<file path="config.mk">
export PLATFORM = sky130hd
export DESIGN_NAME = rlc_enc
export DESIGN_NICKNAME = d
export VERILOG_FILES = /design/src/rtl/rlc_pkg.sv /design/src/rtl/rlc_pack.sv /design/src/rtl/rlc_enc.sv
export SDC_FILE = /design/constraint.sdc
export NUM_CORES = 1
export LEC_CHECK = 0
export CORE_MARGIN = 1.5
export CORE_UTILIZATION = 30
export DETAILED_ROUTE_END_ITERATION = 10
export DONT_BUFFER_PORTS = 1
export HOLD_SLACK_MARGIN = 0.05
export PLACE_DENSITY = 0.56
export SLEW_MARGIN = 20
export SYNTH_ARGS = -nofsm -noshare
export SYNTH_HDL_FRONTEND = slang
export SYNTH_HIERARCHICAL = 1
export SYNTH_SLANG_ARGS = --single-unit
</file>
<file path="constraint.sdc">
create_clock -name clk -period 13 [get_ports clk]
set_clock_uncertainty 0.15 [all_clocks]
set_input_delay 3.9 -clock clk [delete_from_list [all_inputs] [get_ports clk]]
set_output_delay 3.9 -clock clk [all_outputs]
set_load 0.02 [all_outputs]
</file>
<file path="src/rtl/rlc_pkg.sv">
// rlc_pkg: shared definitions for the RLC write-path encoder.
//   - run/level field widths and the run-counter saturation value
//   - bit positions of the six fields and the term flag in a 64-bit RLC word
//   - encoder FSM state type and the (run, level) pair type
//   - pack_word(): assembles three pairs plus the term flag into one word
package rlc_pkg;

    localparam int RUN_W   = 5;
    localparam int LEVEL_W = 16;

    localparam logic [RUN_W-1:0] RUN_MAX   = 5'd31;
    localparam logic [1:0]       LAST_LANE = 2'd3;
    localparam logic [1:0]       LAST_SLOT = 2'd2;

    // Field LSB positions inside a DRAM word.
    localparam int RUN0_LSB   = 59;
    localparam int LEVEL0_LSB = 43;
    localparam int RUN1_LSB   = 38;
    localparam int LEVEL1_LSB = 22;
    localparam int RUN2_LSB   = 17;
    localparam int LEVEL2_LSB = 1;
    localparam int TERM_BIT   = 0;

    typedef enum logic [1:0] {
        ST_IDLE,
        ST_SCAN,
        ST_FLUSH
    } enc_state_t;

    typedef struct packed {
        logic [RUN_W-1:0]   run;
        logic [LEVEL_W-1:0] level;
    } pair_t;

    function automatic logic [63:0] pack_word(input pair_t p0, input pair_t p1,
                                              input pair_t p2, input logic term);
        logic [63:0] w;
        w = '0;
        w[RUN0_LSB   +: RUN_W]   = p0.run;
        w[LEVEL0_LSB +: LEVEL_W] = p0.level;
        w[RUN1_LSB   +: RUN_W]   = p1.run;
        w[LEVEL1_LSB +: LEVEL_W] = p1.level;
        w[RUN2_LSB   +: RUN_W]   = p2.run;
        w[LEVEL2_LSB +: LEVEL_W] = p2.level;
        w[TERM_BIT]              = term;
        return w;
    endfunction

endpackage

</file>
<file path="src/rtl/rlc_pack.sv">
// rlc_pack: collects (run, level) pairs into three-slot RLC words and owns the
// output register toward the DRAM writer.
//   clk, rst_n   clock, synchronous active-low reset
//   wr_en, pair  write one pair into the next free slot
//   flush        write pair as the terminal pair, zero-fill, set term
//   dram_ready   downstream can take the output word this cycle
//   stall        word-completing request cannot commit this cycle
//   out_valid, out_last, out_data  output register
module rlc_pack
    import rlc_pkg::*;
(
    input  logic        clk,
    input  logic        rst_n,
    input  logic        wr_en,
    input  logic        flush,
    input  pair_t       pair,
    input  logic        dram_ready,
    output logic        stall,
    output logic        out_valid,
    output logic        out_last,
    output logic [63:0] out_data
);

    logic [1:0]  slot;
    pair_t       slot0;
    pair_t       slot1;
    logic        completes;
    logic [63:0] new_word;

    // Only a write that fills the word (third slot or terminal) needs the
    // output register; earlier slot writes never wait.
    assign completes = (wr_en && slot == LAST_SLOT) || flush;
    assign stall     = completes && out_valid && !dram_ready;

    // Slots beyond the incoming pair are zero, which is exactly what a
    // terminal word needs; a third-slot write overwrites all of them anyway.
    always_comb begin
        // NOTE: every signal driven here gets a default first so no latch is inferred.
        new_word = '0;
        case (slot)
            2'd0:    new_word = pack_word(pair,  '0,    '0,   flush);
            2'd1:    new_word = pack_word(slot0, pair,  '0,   flush);
            default: new_word = pack_word(slot0, slot1, pair, flush);
        endcase
    end

    always_ff @(posedge clk) begin
        if (!rst_n) begin
            slot      <= '0;
            slot0     <= '0;
            slot1     <= '0;
            out_valid <= 1'b0;
            out_last  <= 1'b0;
            out_data  <= '0;
        end else begin
            if (out_valid && dram_ready) begin
                out_valid <= 1'b0;
                out_last  <= 1'b0;
            end
            // NOTE: non-blocking assignments let a load below override the drain
            // above on the same edge, so the register refills with no bubble.
            if (!stall) begin
                if (completes) begin
                    out_data  <= new_word;
                    out_valid <= 1'b1;
                    out_last  <= flush;
                    slot      <= '0;
                end else if (wr_en) begin
                    if (slot == 2'd0) slot0 <= pair;
                    else              slot1 <= pair;
                    slot <= slot + 2'd1;
                end
            end
        end
    end

endmodule

</file>
<file path="src/rtl/rlc_enc.sv">
// rlc_enc: run-length encoder for 16-bit value streams on the core-to-DRAM path.
//   clk, rst_n      clock, synchronous active-low reset
//   enc_bypass_en   1 = raw pass-through (switch only while idle)
//   core_valid/core_last/core_data  input beats, four 16-bit lanes, lane 0 = [15:0]
//   enc_ready       beat accepted on core_valid & enc_ready
//   dram_ready      downstream accepts enc_data
//   enc_valid/enc_last/enc_data     RLC words, enc_last marks the term word
// One lane is scanned per cycle; pairs are packed three per word by rlc_pack.
module rlc_enc
    import rlc_pkg::*;
(
    input  logic        clk,
    input  logic        rst_n,
    input  logic        enc_bypass_en,
    input  logic        core_valid,
    input  logic        core_last,
    input  logic [63:0] core_data,
    output logic        enc_ready,
    input  logic        dram_ready,
    output logic        enc_valid,
    output logic        enc_last,
    output logic [63:0] enc_data
);

    enc_state_t         state, state_n;
    logic [1:0]         lane, lane_n;
    logic [RUN_W-1:0]   run, run_n;
    logic [63:0]        beat;
    logic               beat_last;
    logic               accept;
    logic               fsm_ready;

    logic               enc_valid_in;
    logic               pair_wr;
    logic               flush_req;
    logic               stall;
    logic [LEVEL_W-1:0] lane_val;
    pair_t              pair_in;

    logic               pk_valid;
    logic               pk_last;
    logic [63:0]        pk_data;

    // In bypass the encoder sees neither beats nor drains, so its state stays put.
    assign enc_valid_in = core_valid && !enc_bypass_en;

    assign lane_val  = beat[{lane, 4'b0000} +: LEVEL_W];
    // A saturated run emits (31, 0) even for a zero value: the 32-zero escape.
    assign pair_wr   = (state == ST_SCAN) && (lane_val != '0 || run == RUN_MAX);
    assign flush_req = (state == ST_FLUSH);
    assign pair_in   = '{run: run, level: (flush_req ? '0 : lane_val)};

    rlc_pack u_pack (
        .clk        (clk),
        .rst_n      (rst_n),
        .wr_en      (pair_wr),
        .flush      (flush_req),
        .pair       (pair_in),
        .dram_ready (dram_ready && !enc_bypass_en),
        .stall      (stall),
        .out_valid  (pk_valid),
        .out_last   (pk_last),
        .out_data   (pk_data)
    );

    always_comb begin
        state_n   = state;
        lane_n    = lane;
        run_n     = run;
        accept    = 1'b0;
        fsm_ready = 1'b0;
        case (state)
            ST_IDLE: begin
                fsm_ready = 1'b1;
                if (enc_valid_in) begin
                    accept  = 1'b1;
                    lane_n  = '0;
                    state_n = ST_SCAN;
                end
            end
            ST_SCAN: begin
                if (!stall) begin
                    run_n  = pair_wr ? '0 : run + 5'd1;
                    lane_n = lane + 2'd1;
                    if (lane == LAST_LANE) begin
                        if (beat_last) begin
                            state_n = ST_FLUSH;
                        end else begin
                            // Back-to-back beats: take the next one as lane 3 retires.
                            fsm_ready = 1'b1;
                            if (enc_valid_in) accept  = 1'b1;
                            else              state_n = ST_IDLE;
                        end
                    end
                end
            end
            ST_FLUSH: begin
                if (!stall) begin
                    run_n   = '0;
                    state_n = ST_IDLE;
                end
            end
            default: state_n = ST_IDLE;
        endcase
    end

    always_ff @(posedge clk) begin
        if (!rst_n) begin
            state     <= ST_IDLE;
            lane      <= '0;
            run       <= '0;
            beat      <= '0;
            beat_last <= 1'b0;
        end else begin
            state <= state_n;
            lane  <= lane_n;
            run   <= run_n;
            if (accept) begin
                beat      <= core_data;
                beat_last <= core_last;
            end
        end
    end

    assign enc_ready = enc_bypass_en ? dram_ready : fsm_ready;
    assign enc_valid = enc_bypass_en ? core_valid : pk_valid;
    assign enc_last  = enc_bypass_en ? core_last  : pk_last;
    assign enc_data  = enc_bypass_en ? core_data  : pk_data;

endmodule

</file>
==> impl_summary.md, run 1 <==
Run status
The flow ran to the end, and the final reports show no timing, DRC or antenna violations.

Yosys
After synthesis, the most frequently instantiated cells are sky130_fd_sc_hd__nand2_1, sky130_fd_sc_hd__dfxtp_1, sky130_fd_sc_hd__a21boi_0, sky130_fd_sc_hd__mux2_2, sky130_fd_sc_hd__clkbuf_1. In this run, synthesis produced a sequential element count of about 180. The net count of the mapped netlist is about 1100. The number of warning messages in the yosys log is 6. Counting distinct cell types in the post-synthesis netlist gives roughly 50. In the post-synthesis netlist, the biggest area contributors are sky130_fd_sc_hd__dfxtp_1, sky130_fd_sc_hd__nand2_1, sky130_fd_sc_hd__mux2_2. The most used flip-flop cell after synthesis is sky130_fd_sc_hd__dfxtp_1.

Yosys mapped a number of flops with a built-in enable equal to 0. The register area share after synthesis is just under 40%. In the synthesized netlist the async set-or-reset flop fraction comes to 0%. The mapped netlist covers 0.00933 mm2. The leading cell type by number of instances after synthesis is sky130_fd_sc_hd__nand2_1. The area share of the largest cell type after synthesis is between 30% and 40%.

The mean instance size in the synthesized netlist is around 9.1 um2. The number of instances in the synthesized netlist is 1025. The library cell occupying the most area in the post-synthesis netlist is sky130_fd_sc_hd__dfxtp_1.

Placed design
Summed over all nets, the half-perimeter wirelength after detailed placement is around 20000 um. At the end of routability-driven placement, the weighted congestion stood at approximately 0.8. Input and output buffers added on the ports amount to 0.

Global route
The all-layer global routing usage is around 18%. The number of global-route vias before repair is just under 7000. The first global-routing pass estimated roughly 42000 um of wire. The initial antenna violation count is 0. Entering global routing, the biggest net connects between 200 and 300 pins. The total overflow left after global routing is 0.

Timing
The headroom to the max-slew limit is 31.3%. Based on the critical path, the design can be clocked at up to ~0.1 GHz. The transition time at the pin with the least slew margin is 1.03 ns. The final critical path takes up 76.8% of the cycle.

The total negative setup slack is 0 ns. Setup violations remaining at the end of the flow were counted as 0. Setup repair after global routing left no endpoint under its margin. The number of hold violations in the final report was 0. The final period demand of the worst path is ~10 ns. The max-slew violation count is 0.

Clock network
In this run the clock root is driven by a sky130_fd_sc_hd__clkbuf_16. The number of buffers between clock root and the deepest sink is 2. Hold repair after CTS inserted 0 buffers. The number of setup buffers added after CTS is 0. The deepest level of the CTS H-tree is 4. The clock sink total is about 180. Once the clock tree was built, the resizer swapped 0 gates to a different size. The clock latency reported for the late side of the worst-skew pair is between 0.4 and 0.5 ns. The total CTS buffers is 17. The clock slew seen by the registers of the worst setup and hold paths is around 0.07 ns. TritonCTS built the clock tree.

Floorplan
The initialized floorplan defines 64 standard-cell rows. The die outline width is around 180 um. The initial utilization of the core area, before any placement, comes to between 30 and 40%. The standard cell core area is between 0.03 and 0.04 mm2. Measured along the y axis, the die boundary spans approximately 180 um.

The I/O pin count is approximately 140. The floorplan step defined a die boundary enclosing roughly 0.032 mm2.

Setup path
Along the worst path, the maximum fanout reaches 70. The critical path's largest stage delay is around 0.48 ns. The critical path starts at enc_bypass_en. Counting both buffers and inverters, the worst setup path holds a total of 1.

Data on the critical path arrives at its endpoint at around 5.9 ns. The critical path endpoint category is a primary output. The slowest cell on the critical path is sky130_fd_sc_hd__or3b_2. The startpoint-to-endpoint class of the critical path is primary input to primary output. Traced cell by cell, the critical path runs through nor2b_1, nand2b_1, buf_4, nor2_1, or3b_2, a21oi_1, mux2_2. The top cell family by delay on the critical path is simple AND/OR/NAND/NOR gates. The startpoint of the most critical register-to-register path is lane[1]. For the worst setup path, the data required time is approximately 9.0 ns. The worst setup path is launched from a primary input.

Route
The total number of vias is between 7000 and 8000. The detailed-route wire length on metal 1 is 13300 um. The count of TritonRoute iterations in the first routing pass is 8. The detailed-route vias per instance is between 5 and 6. The post-detailed-route wirelength per cell is 20.7 um. The residual DRC count is 0. The highest layer used for signal routing is met4.

The count of nets left with antenna violations once routing finished came out at 0. The final layout contains routed wiring with a total length of about 28000 um. The DRC violation total after the first TritonRoute iteration is a little over 800. The met3 layer wire length in the routed design is 1750 um.

After detailed routing, the met2 layer carries about 13000 um of wire.

Power and ir drop
Summed over all cells, the static leakage comes to 3.81 nW. The switching part of the total is around 28%. The overall power after layout is between 0.001 and 0.0015 W. The reported net switching power is roughly 0.00035 W. The proportion of power drawn by combinational gates is around a tenth. The part of the total power dissipated in sequential elements is a little under half. For this design the ratio of total power to cell area is approximately 120 mW/mm2. Per report_power, the clock group accounts for a little over two fifths of the total. Cell internal power was estimated by the tool at 0.000895 W. The maximum resistive drop on vdd is between 90 and 100 uV.

Min path
The worst hold path belongs to the class flop to flop. In this run the most critical hold path is launched from u_pack/slot1[16].

Run
Max-cap violations in this run came to 0.

Layout
The layout net count is 1035. Measured on the finished design, the core utilization comes to around 33%. The fraction of layout cells with a size suffix above 1 is about a fifth.

The area overhead of the layout relative to synthesis is 7.98%.
-- state kept, by name (all words and copies together) (netlist names) --
| register | flops |
|---|---|
| beat | 64 |
| beat_last | 1 |
| lane | 2 |
| run | 5 |
| state | 2 |
| u_pack/out_data | 64 |
| u_pack/out_last | 1 |
| u_pack/out_valid | 1 |
| u_pack/slot | 2 |
| u_pack/slot0 | 21 |
| u_pack/slot1 | 21 |
-- tightest hold or removal path, delay by kind of cell (launching register included) --
family,cells,cell delay (ns)
flops,1,0.32
simple gates,1,0.06
compound gates,1,0.04
-- metal layers --
metal	vias up	global-route usage [%]
li1	3468	-
met1	3498	24.7
met2	219	28.2
met3	24	3.41
met4	0	4.92
met5	-	0
-- placed cells by master (no fill, tap or decap), types with 6 or more instances in the layout --
cell	count
sky130_fd_sc_hd__nand2b_1	7
sky130_fd_sc_hd__dfxtp_1	184
sky130_fd_sc_hd__clkbuf_16	17
sky130_fd_sc_hd__nand3_2	19
sky130_fd_sc_hd__nand3_1	50
sky130_fd_sc_hd__mux4_1	10
sky130_fd_sc_hd__buf_4	9
sky130_fd_sc_hd__nand4_1	23
sky130_fd_sc_hd__mux2i_1	23
sky130_fd_sc_hd__nand2_1	241
sky130_fd_sc_hd__mux2_2	67
sky130_fd_sc_hd__or3b_2	23
sky130_fd_sc_hd__o211a_1	42
sky130_fd_sc_hd__a21boi_0	67
sky130_fd_sc_hd__inv_1	25
sky130_fd_sc_hd__and2_1	14
sky130_fd_sc_hd__o21ai_0	26
sky130_fd_sc_hd__o21ai_2	21
sky130_fd_sc_hd__nor2_1	8
sky130_fd_sc_hd__a21oi_1	6
sky130_fd_sc_hd__o2111ai_1	23
-- cell families (layout without fill, tap and decap cells) --
kind of cell / count (synthesis) / in the layout / share of synthesized area, %
DFF: 184 / 184 / 39.5
other: 0 / 1 / 0
AOI/OAI and AO/OA: 196 / 196 / 16.7
muxes: 105 / 105 / 14.6
adders and majority gates: 6 / 6 / 0.805
and+or+nand+nor: 415 / 415 / 22.4
buffers and inverters: 119 / 66 / 6.08
-- power by group through the flow --
stage	Sequential (W)	Combinational [W]	Clock [W]
global placement	0.000600	0.000115	0
finish	0.000587	0.000116	0.000544
CTS	0.000587	0.000116	0.000555
floorplan	0.000594	0.000108	0
global route	0.000589	0.000125	0.000576
detailed placement	0.000601	0.000116	0
-- metrics by stage --
step	cell area [um2]	instances	setup WS [ns]	hold slack, ns
global route	10100	1368	2.90	0.320
global placement	9450	1336	3.03	0.291
detailed placement	9450	1336	3.06	0.293
finish	10100	1369	3.01	0.305
floorplan	9330	1025	2.74	0.282
CTS	10100	1368	3.05	0.307
-- area by class of cell --
type                            count  area, um2
Antenna cell                        1       2.50
Sequential cell                   184       3680
Fill cell                        3190      20500
Multi-Input combinational cell    722       5110
Timing Repair Buffer                9       67.6
Clock inverter                     15        195
Clock buffer                       17        425
Tap cell                          396        495
Inverter                           25       93.8
-- worst paths after layout --
path,cells past startpoint,to,slack (ns)
worst min-delay path,2,u_pack/slot1[16],0.30
worst max-delay path,7,enc_ready,3.01
worst min register to register,2,u_pack/slot1[16],0.30
worst max register to register,13,beat[49],7.30
Note: power is estimated with default switching activity, not from simulation.
==> run 2, diff against run 1 <==
--- a/config.mk
+++ b/config.mk
@@ -10,7 +10,7 @@
 export DETAILED_ROUTE_END_ITERATION = 10
 export DONT_BUFFER_PORTS = 1
 export HOLD_SLACK_MARGIN = 0.05
-export PLACE_DENSITY = 0.56
+export PLACE_DENSITY = 0.57
 export SLEW_MARGIN = 20
 export SYNTH_ARGS = -nofsm -noshare
 export SYNTH_HDL_FRONTEND = slang
==> constraint.sdc (replaced) <==
create_clock -name clk -period 9 [get_ports clk]
set_clock_uncertainty 0.15 [all_clocks]
set_input_delay 2.7 -clock clk [delete_from_list [all_inputs] [get_ports clk]]
set_output_delay 2.7 -clock clk [all_outputs]
set_load 0.02 [all_outputs]
==> impl_summary.md, run 2 (synthesis results as in run 1) <==
Setup path
For flop-to-flop paths, the worst setup slack is around 3 ns. The critical path's largest stage delay is about 0.99 ns. The top cell family by delay on the critical path is simple AND/OR/NAND/NOR gates. The startpoint-to-endpoint class of the critical path is flop to primary output. The signal on the critical path passes through mux4_1, or4_4, nor4b_4, a21oi_1, a21oi_1, nor2_1, or3b_2, a21oi_1, mux2_2. At the worst endpoint, the required time is 6.15 ns.

The critical path's most frequent cell is sky130_fd_sc_hd__a21oi_1. The nature of the critical path startpoint is a flop. At the worst endpoint, the arrival time is between 4 and 5 ns.

The maximum fanout along the worst path is 21. Together, buffers and inverters on the worst path number 0. The largest individual stage delay along the critical path comes from the cell sky130_fd_sc_hd__dfxtp_1. The critical path endpoint category is a primary output.

Placed design
At the end of routability-driven placement, the weighted congestion stood at 0.793. Detailed placement finished with a half-perimeter wire length of slightly below 20000 um. The number of buffers inserted by port buffering is 0. The instance area after placement is roughly 0.0094 mm2.

Timing
The number of hold violations in the final report is 0. Dividing the final minimum period by the clock period gives approximately 87%. The clock period could shrink to about 7.8 ns. For the pin with the worst max-slew slack, the measured transition is between 1 and 1.5 ns.

Summed over all failing endpoints, the final setup total negative slack is 0 ns. In this run the tightest slew margin relative to its limit is 26.9%. Setup violations remaining at the end of the flow were counted as 0.

Setup repair after global routing left no endpoint under its margin. The max-slew violation count is 0. Static timing analysis puts the maximum clock frequency at ~0.13 GHz.

Route
For this block, the via count after detailed routing is 7193. In the final routed layout, each cell accounts on average for between 20 and 25 um. For this block, the initial DRC count from the detailed router was 671. The first detailed-routing pass ran for 5 iterations. The residual DRC count is 0. After detailed routing, the number of vias per cell comes to between 5 and 6.

The routed design has between 20000 and 30000 um of wire. In this run the remaining antenna-violating nets after routing total 0.

Layout
The area overhead of the layout relative to synthesis is 7.61%. Leaving out fill and tap cells, the most frequent cell in the layout is sky130_fd_sc_hd__nand2_1. The area of the multi-input gates is 0.00511 mm2.

Once layout is complete, the utilization of the core stands at 32.8%. The finished cells cover approximately 0.01 mm2. The post-route netlist has 19.8% of its cells at a drive strength greater than 1. The number of fillers in the final layout is between 3000 and 4000.

The number of diodes added for antenna fixing is 0. In the final layout, the registers with the most flip-flops are beat x64, u_pack/out_data x64. The library cells used most frequently in the layout, excluding fill and tap cells, are sky130_fd_sc_hd__nand2_1, sky130_fd_sc_hd__dfxtp_1, sky130_fd_sc_hd__mux2_2, sky130_fd_sc_hd__a21boi_0, sky130_fd_sc_hd__nand3_1. The layout net count is a little over 1000. In the final layout, flip-flops and latches occupy around 0.0037 mm2.

Global route
The overflow left after global routing is 0. Entering global routing, the biggest net connects 251 pins. The initial antenna violation count is 1. The number of global-route vias before repair came to ~6700. The first global-routing pass estimated roughly 42000 um of wire. The all-layer global routing usage is 17.9%.

Run
The number of max-cap violations is 0.

Power and ir drop
The leakage power figure is between 3 and 4 nW. The overall power after layout is between 0.0015 and 0.002 W. Across the VDD grid, the largest voltage drop is around 120 uV.

The power per cell area is roughly 180 mW/mm2.

Floorplan
The floorplan die area is between 0.03 and 0.04 mm2. The die outline width is approximately 180 um. The placement row count is 64. The initial utilization of the core area, before any placement, comes to a little over 30%.

The I/O pin count is 137. The core region is between 0.03 and 0.04 mm2. In this run the vertical extent of the chip is ~180 um.

Clock network
The number of buffers between clock root and the deepest sink is 2. The hold buffer count at cts is 0. Once the clock tree was built, the setup fixing pass inserted 0 buffers.

The clock tree from TritonCTS is built. The clock sink total is between 150 and 200. CTS placed an instance of sky130_fd_sc_hd__clkbuf_16 at the clock tree root. After clock tree synthesis, the clock-pin slew on the worst setup and hold paths is roughly 0.08 ns. The clock latency reported for the late side of the worst-skew pair is roughly 0.45 ns.

The H-tree generated during clock tree synthesis spans 4 levels. The total CTS buffers is 17. The number of gates given a new drive strength after cts is 0.

Run status
The run finished with clean final reports.

Min path
The worst hold path class is flop to flop.
[run 2: cell count changes in the layout (fill, tap and decap cells not counted), sizes merged]
cell and delta:
buf -4, clkinv -2, clkinvlp +2, bufinv -1
diode -1, inv +1
[run 2: layout make-up]
class | instances | area share [%]
timing repair buffer | 5 | 0.374
clock buffer | 17 | 4.24
tap | 396 | 4.94
multi-input combinational | 722 | 50.9
sequential | 184 | 36.7
inverter | 25 | 0.935
clock inverter | 15 | 1.88
[run 2: power by group]
part / total [W] / switching [W] / leakage, nW / internal [W]
sequential: 0.000847 / 0.0000158 / 1.49 / 0.000831
combinational: 0.000170 / 0.000114 / 1.99 / 0.0000566
clock: 0.000779 / 0.000396 / 0.293 / 0.000383
[run 2: final timing paths]
| path | start | to | depth (start not counted) |
|---|---|---|---|
| worst max register to register | lane[1] | beat[50] | 12 |
| worst min register to register | u_pack/slot1[16] | u_pack/slot1[16] | 2 |
| worst max-delay path | lane[1] | enc_ready | 9 |
| worst min-delay path | u_pack/slot1[16] | u_pack/slot1[16] | 2 |
[run 2: worst min-delay path, delay by kind of cell (launching register included)]
kind | cells | cell delay, ns
flops | 1 | 0.32
simple gates | 1 | 0.06
compound gates | 1 | 0.04
[run 2: stage by stage]
stage / setup slack [ns] / std cells / hold WS, ns
CTS: 1.16 / 1364 / 0.308
global route: 0.852 / 1364 / 0.320
floorplan: 1.14 / 1025 / 0.282
global placement: 1.75 / 1332 / 0.291
detailed placement: 1.63 / 1332 / 0.294
finish: 1.20 / 1364 / 0.306
[run 2: per-layer routing]
metal | global-route usage (%) | vias up | wire length, um | part of all wire (%)
met3 | 2.91 | 19 | 1720 | 6.0
met2 | 28.1 | 248 | 13000 | 45
met4 | 3.55 | 2 | 279 | 0.98
li1 | - | 3456 | - | -
met1 | 25.7 | 3468 | 13600 | 48
met5 | 0 | - | 13 | 0.045
==> run 3, diff against run 2 <==
--- a/config.mk
+++ b/config.mk
@@ -5,6 +5,7 @@
 export SDC_FILE = /design/constraint.sdc
 export NUM_CORES = 1
 export LEC_CHECK = 0
+export CAP_MARGIN = 40
 export CORE_MARGIN = 1.5
 export CORE_UTILIZATION = 30
 export DETAILED_ROUTE_END_ITERATION = 10
==> constraint.sdc (replaced) <==
create_clock -name clk -period 9 [get_ports clk]
set_clock_uncertainty 0.15 [all_clocks]
set_input_delay 1.8 -clock clk [delete_from_list [all_inputs] [get_ports clk]]
set_output_delay 1.8 -clock clk [all_outputs]
set_load 0.02 [all_outputs]
==> impl_summary.md, run 3 (synthesis results as in run 1) <==
Setup path
The buffers plus inverters on the worst setup path is 1. The nature of the critical path startpoint is a flop. STA classifies the critical path endpoint as a primary output. The depth of the worst register-to-register path is 13.

The critical path is of the flop to primary output type. The required time of the worst setup path is about 7.1 ns. The startpoint of the most critical register-to-register path is lane[1].

The slowest cell on the critical path is sky130_fd_sc_hd__dfxtp_1. The critical path's most frequent cell is sky130_fd_sc_hd__a21oi_1. The critical path's largest stage delay is 0.58 ns. Data arrives at the worst endpoint at around 4.8 ns. The logic depth of the worst path, buffers included is 10.

The cell family contributing the most delay on the critical path is simple AND/OR/NAND/NOR gates. Traced cell by cell, the critical path runs through buf_8, mux4_1, or4_4, nor4b_4, a21oi_1, a21oi_1, nor2_1, or3b_2, a21oi_1, mux2_2. In this run the worst path has a maximum fanout of 12.

The critical path starts at lane[1].

Min path
The count of cells along the worst hold path is 2. The min-delay analysis places its worst path in the category flop to flop. The worst hold path begins at u_pack/slot1[11].

Timing
The number of hold violations in the final report is 0. The transition time at the pin with the least slew margin is roughly 0.76 ns. The maximum clock frequency is 0.149 GHz. In the finished design, the share of the clock period the worst path needs comes to approximately three quarters. In this run the tightest slew margin relative to its limit is 49.5%. Setup repair after global routing left no endpoint under its margin. The worst slack on hold paths is 0.306 ns. The max-slew violation count came to 0.

The number of setup violations in the final report is 0. Setup total negative slack on the finished layout was measured at 0 ns. Across all setup checks in the final design, the least slack found is 2.28 ns. The final period demand of the worst path is around 6.7 ns.

Placed design
At the placement stage, the worst setup path has a slack of between 2 and 3 ns. The wire-length estimate of the detail-placed layout is 19800 um. The number of buffers inserted by port buffering is 0.

The final RePlAce weighted congestion is 0.870.

Global route
The overflow left after global routing is 0. The layer flagged by global routing as most heavily used is met2. The number of global-route vias before repair came to between 6000 and 7000. The met3 routing resource usage after global routing is approximately 3.4%.

The all-layer global routing usage is approximately 18%. The wire length of the first global-routing pass is around 42000 um. The initial antenna violation count is 1. Entering global routing, the biggest net connects about 250 pins. The met2 global-route usage is between 20 and 30%. In the global route stage, met1 resource usage came out at 25.2%.

Route
The residual antenna-violating net count after detailed routing is 0. Summed over all layers, the routed wires come to 28200 um. After detailed routing, the average wire length per cell comes to between 20 and 25 um.

For this run, the detailed router's first-pass iteration total came to 5. The DRC violation total after the first TritonRoute iteration is 662. The detailed-route vias per instance is around 5.3. The residual DRC count is 0.

The total number of vias is between 7000 and 8000.

Clock network
After clock tree synthesis, the flow added hold-fix buffers numbering 0. The root cell of the clock tree is sky130_fd_sc_hd__clkbuf_16. After clock tree synthesis, the clock-pin slew on the worst setup and hold paths is about 0.090 ns.

The clock drives around 180 sinks. Counting the buffers created by CTS gives 17. The clock latency reported for the late side of the worst-skew pair is 0.45 ns. The longest clock path from root to sink contains 2 buffers. The deepest level of the CTS H-tree is 4. The number of gates given a new drive strength after cts is 0. The clock tree from TritonCTS is built. The post-CTS setup-driven buffer insertion count is 0.

Floorplan
In this run the count of I/O pins placed on the die edge is around 140. The floorplan step defined a die boundary enclosing 0.0322 mm2. The standard cell core area is ~0.031 mm2. Measured along the x axis, the die boundary spans roughly 180 um. Once the floorplan was initialized, standard cells occupied between 30% and 40% of the core.

The initialized floorplan defines 64 standard-cell rows. The height of the chip is 179 um.

Layout
Of the cells placed in the final design, the portion with a size suffix greater than 1 is about 20%. The library cells used most frequently in the layout, excluding fill and tap cells, are sky130_fd_sc_hd__nand2_1, sky130_fd_sc_hd__dfxtp_1, sky130_fd_sc_hd__mux2_2, sky130_fd_sc_hd__a21boi_0, sky130_fd_sc_hd__nand3_1. The largest registers in the layout are beat x64, u_pack/out_data x64. Measured on the finished design, the core utilization comes to between 30% and 40%. In the final design database the tool counted approximately 1000 nets. Fill cells in the final layout number between 3000 and 4000. From synthesis to final layout, the design area changed by 9.06%. Leaving out fill and tap cells, the most frequent cell in the layout is sky130_fd_sc_hd__nand2_1.

Run
The number of max-cap violations is 0.

Power and ir drop
The maximum resistive drop on vdd is between 100 and 150 uV. The overall power after layout is around 0.0018 W. In this run the power density over the cells is ~180 mW/mm2.

The leakage power figure is 3.84 nW.

Run status
The run finished with clean final reports.
## run 3: worst paths after layout
kind	to	slack (ns)
worst max-delay path	enc_ready	2.28
worst min-delay path	u_pack/slot1[11]	0.31
worst max register to register	beat[47]	3.32
worst min register to register	u_pack/slot1[11]	0.31
## run 3: where the power goes
part	internal, W	leakage, nW	total, W	switching (W)
registers	0.000831	1.49	0.000849	0.0000180
clock network	0.000389	0.307	0.000796	0.000407
logic	0.0000601	2.05	0.000171	0.000111
total	0.00128	3.84	0.00182	0.000535
## run 3: final cells by class
cell class / count / area (um2) / area share (%)
inverters: 25 / 93.8 / 0.923
clock inverters: 15 / 213 / 2.09
flip-flops and latches: 184 / 3680 / 36.2
repair buffers: 13 / 149 / 1.46
multi-input cells: 722 / 5110 / 50.2
well taps: 396 / 495 / 4.87
diodes: 1 / 2.50 / 0.0246
clock buffers: 17 / 425 / 4.18
## run 3: stage by stage
stage | area [um2] | cells
floorplan | 9330 | 1025
CTS | 10100 | 1369
global placement | 9430 | 1334
finish | 10200 | 1373
global route | 10200 | 1372
detailed placement | 9480 | 1337
## run 3: worst register-to-register path, delay by kind of cell, from the launching register on
kind / cells / cell delay, ns
AOI/OAI and AO/OA: 4 / 1.15
buffers and inverters: 2 / 0.72
DFF: 1 / 0.58
muxes: 1 / 0.59
and+or+nand+nor: 6 / 2.45
## run 3: routing by layer
metal / wire, um / vias to the layer above / share of wire, %
met5: 0 / - / 0
met4: 289 / 0 / 1.0
met3: 1810 / 18 / 6.4
met2: 12900 / 242 / 46
met1: 13200 / 3512 / 47
li1: - / 3480 / -
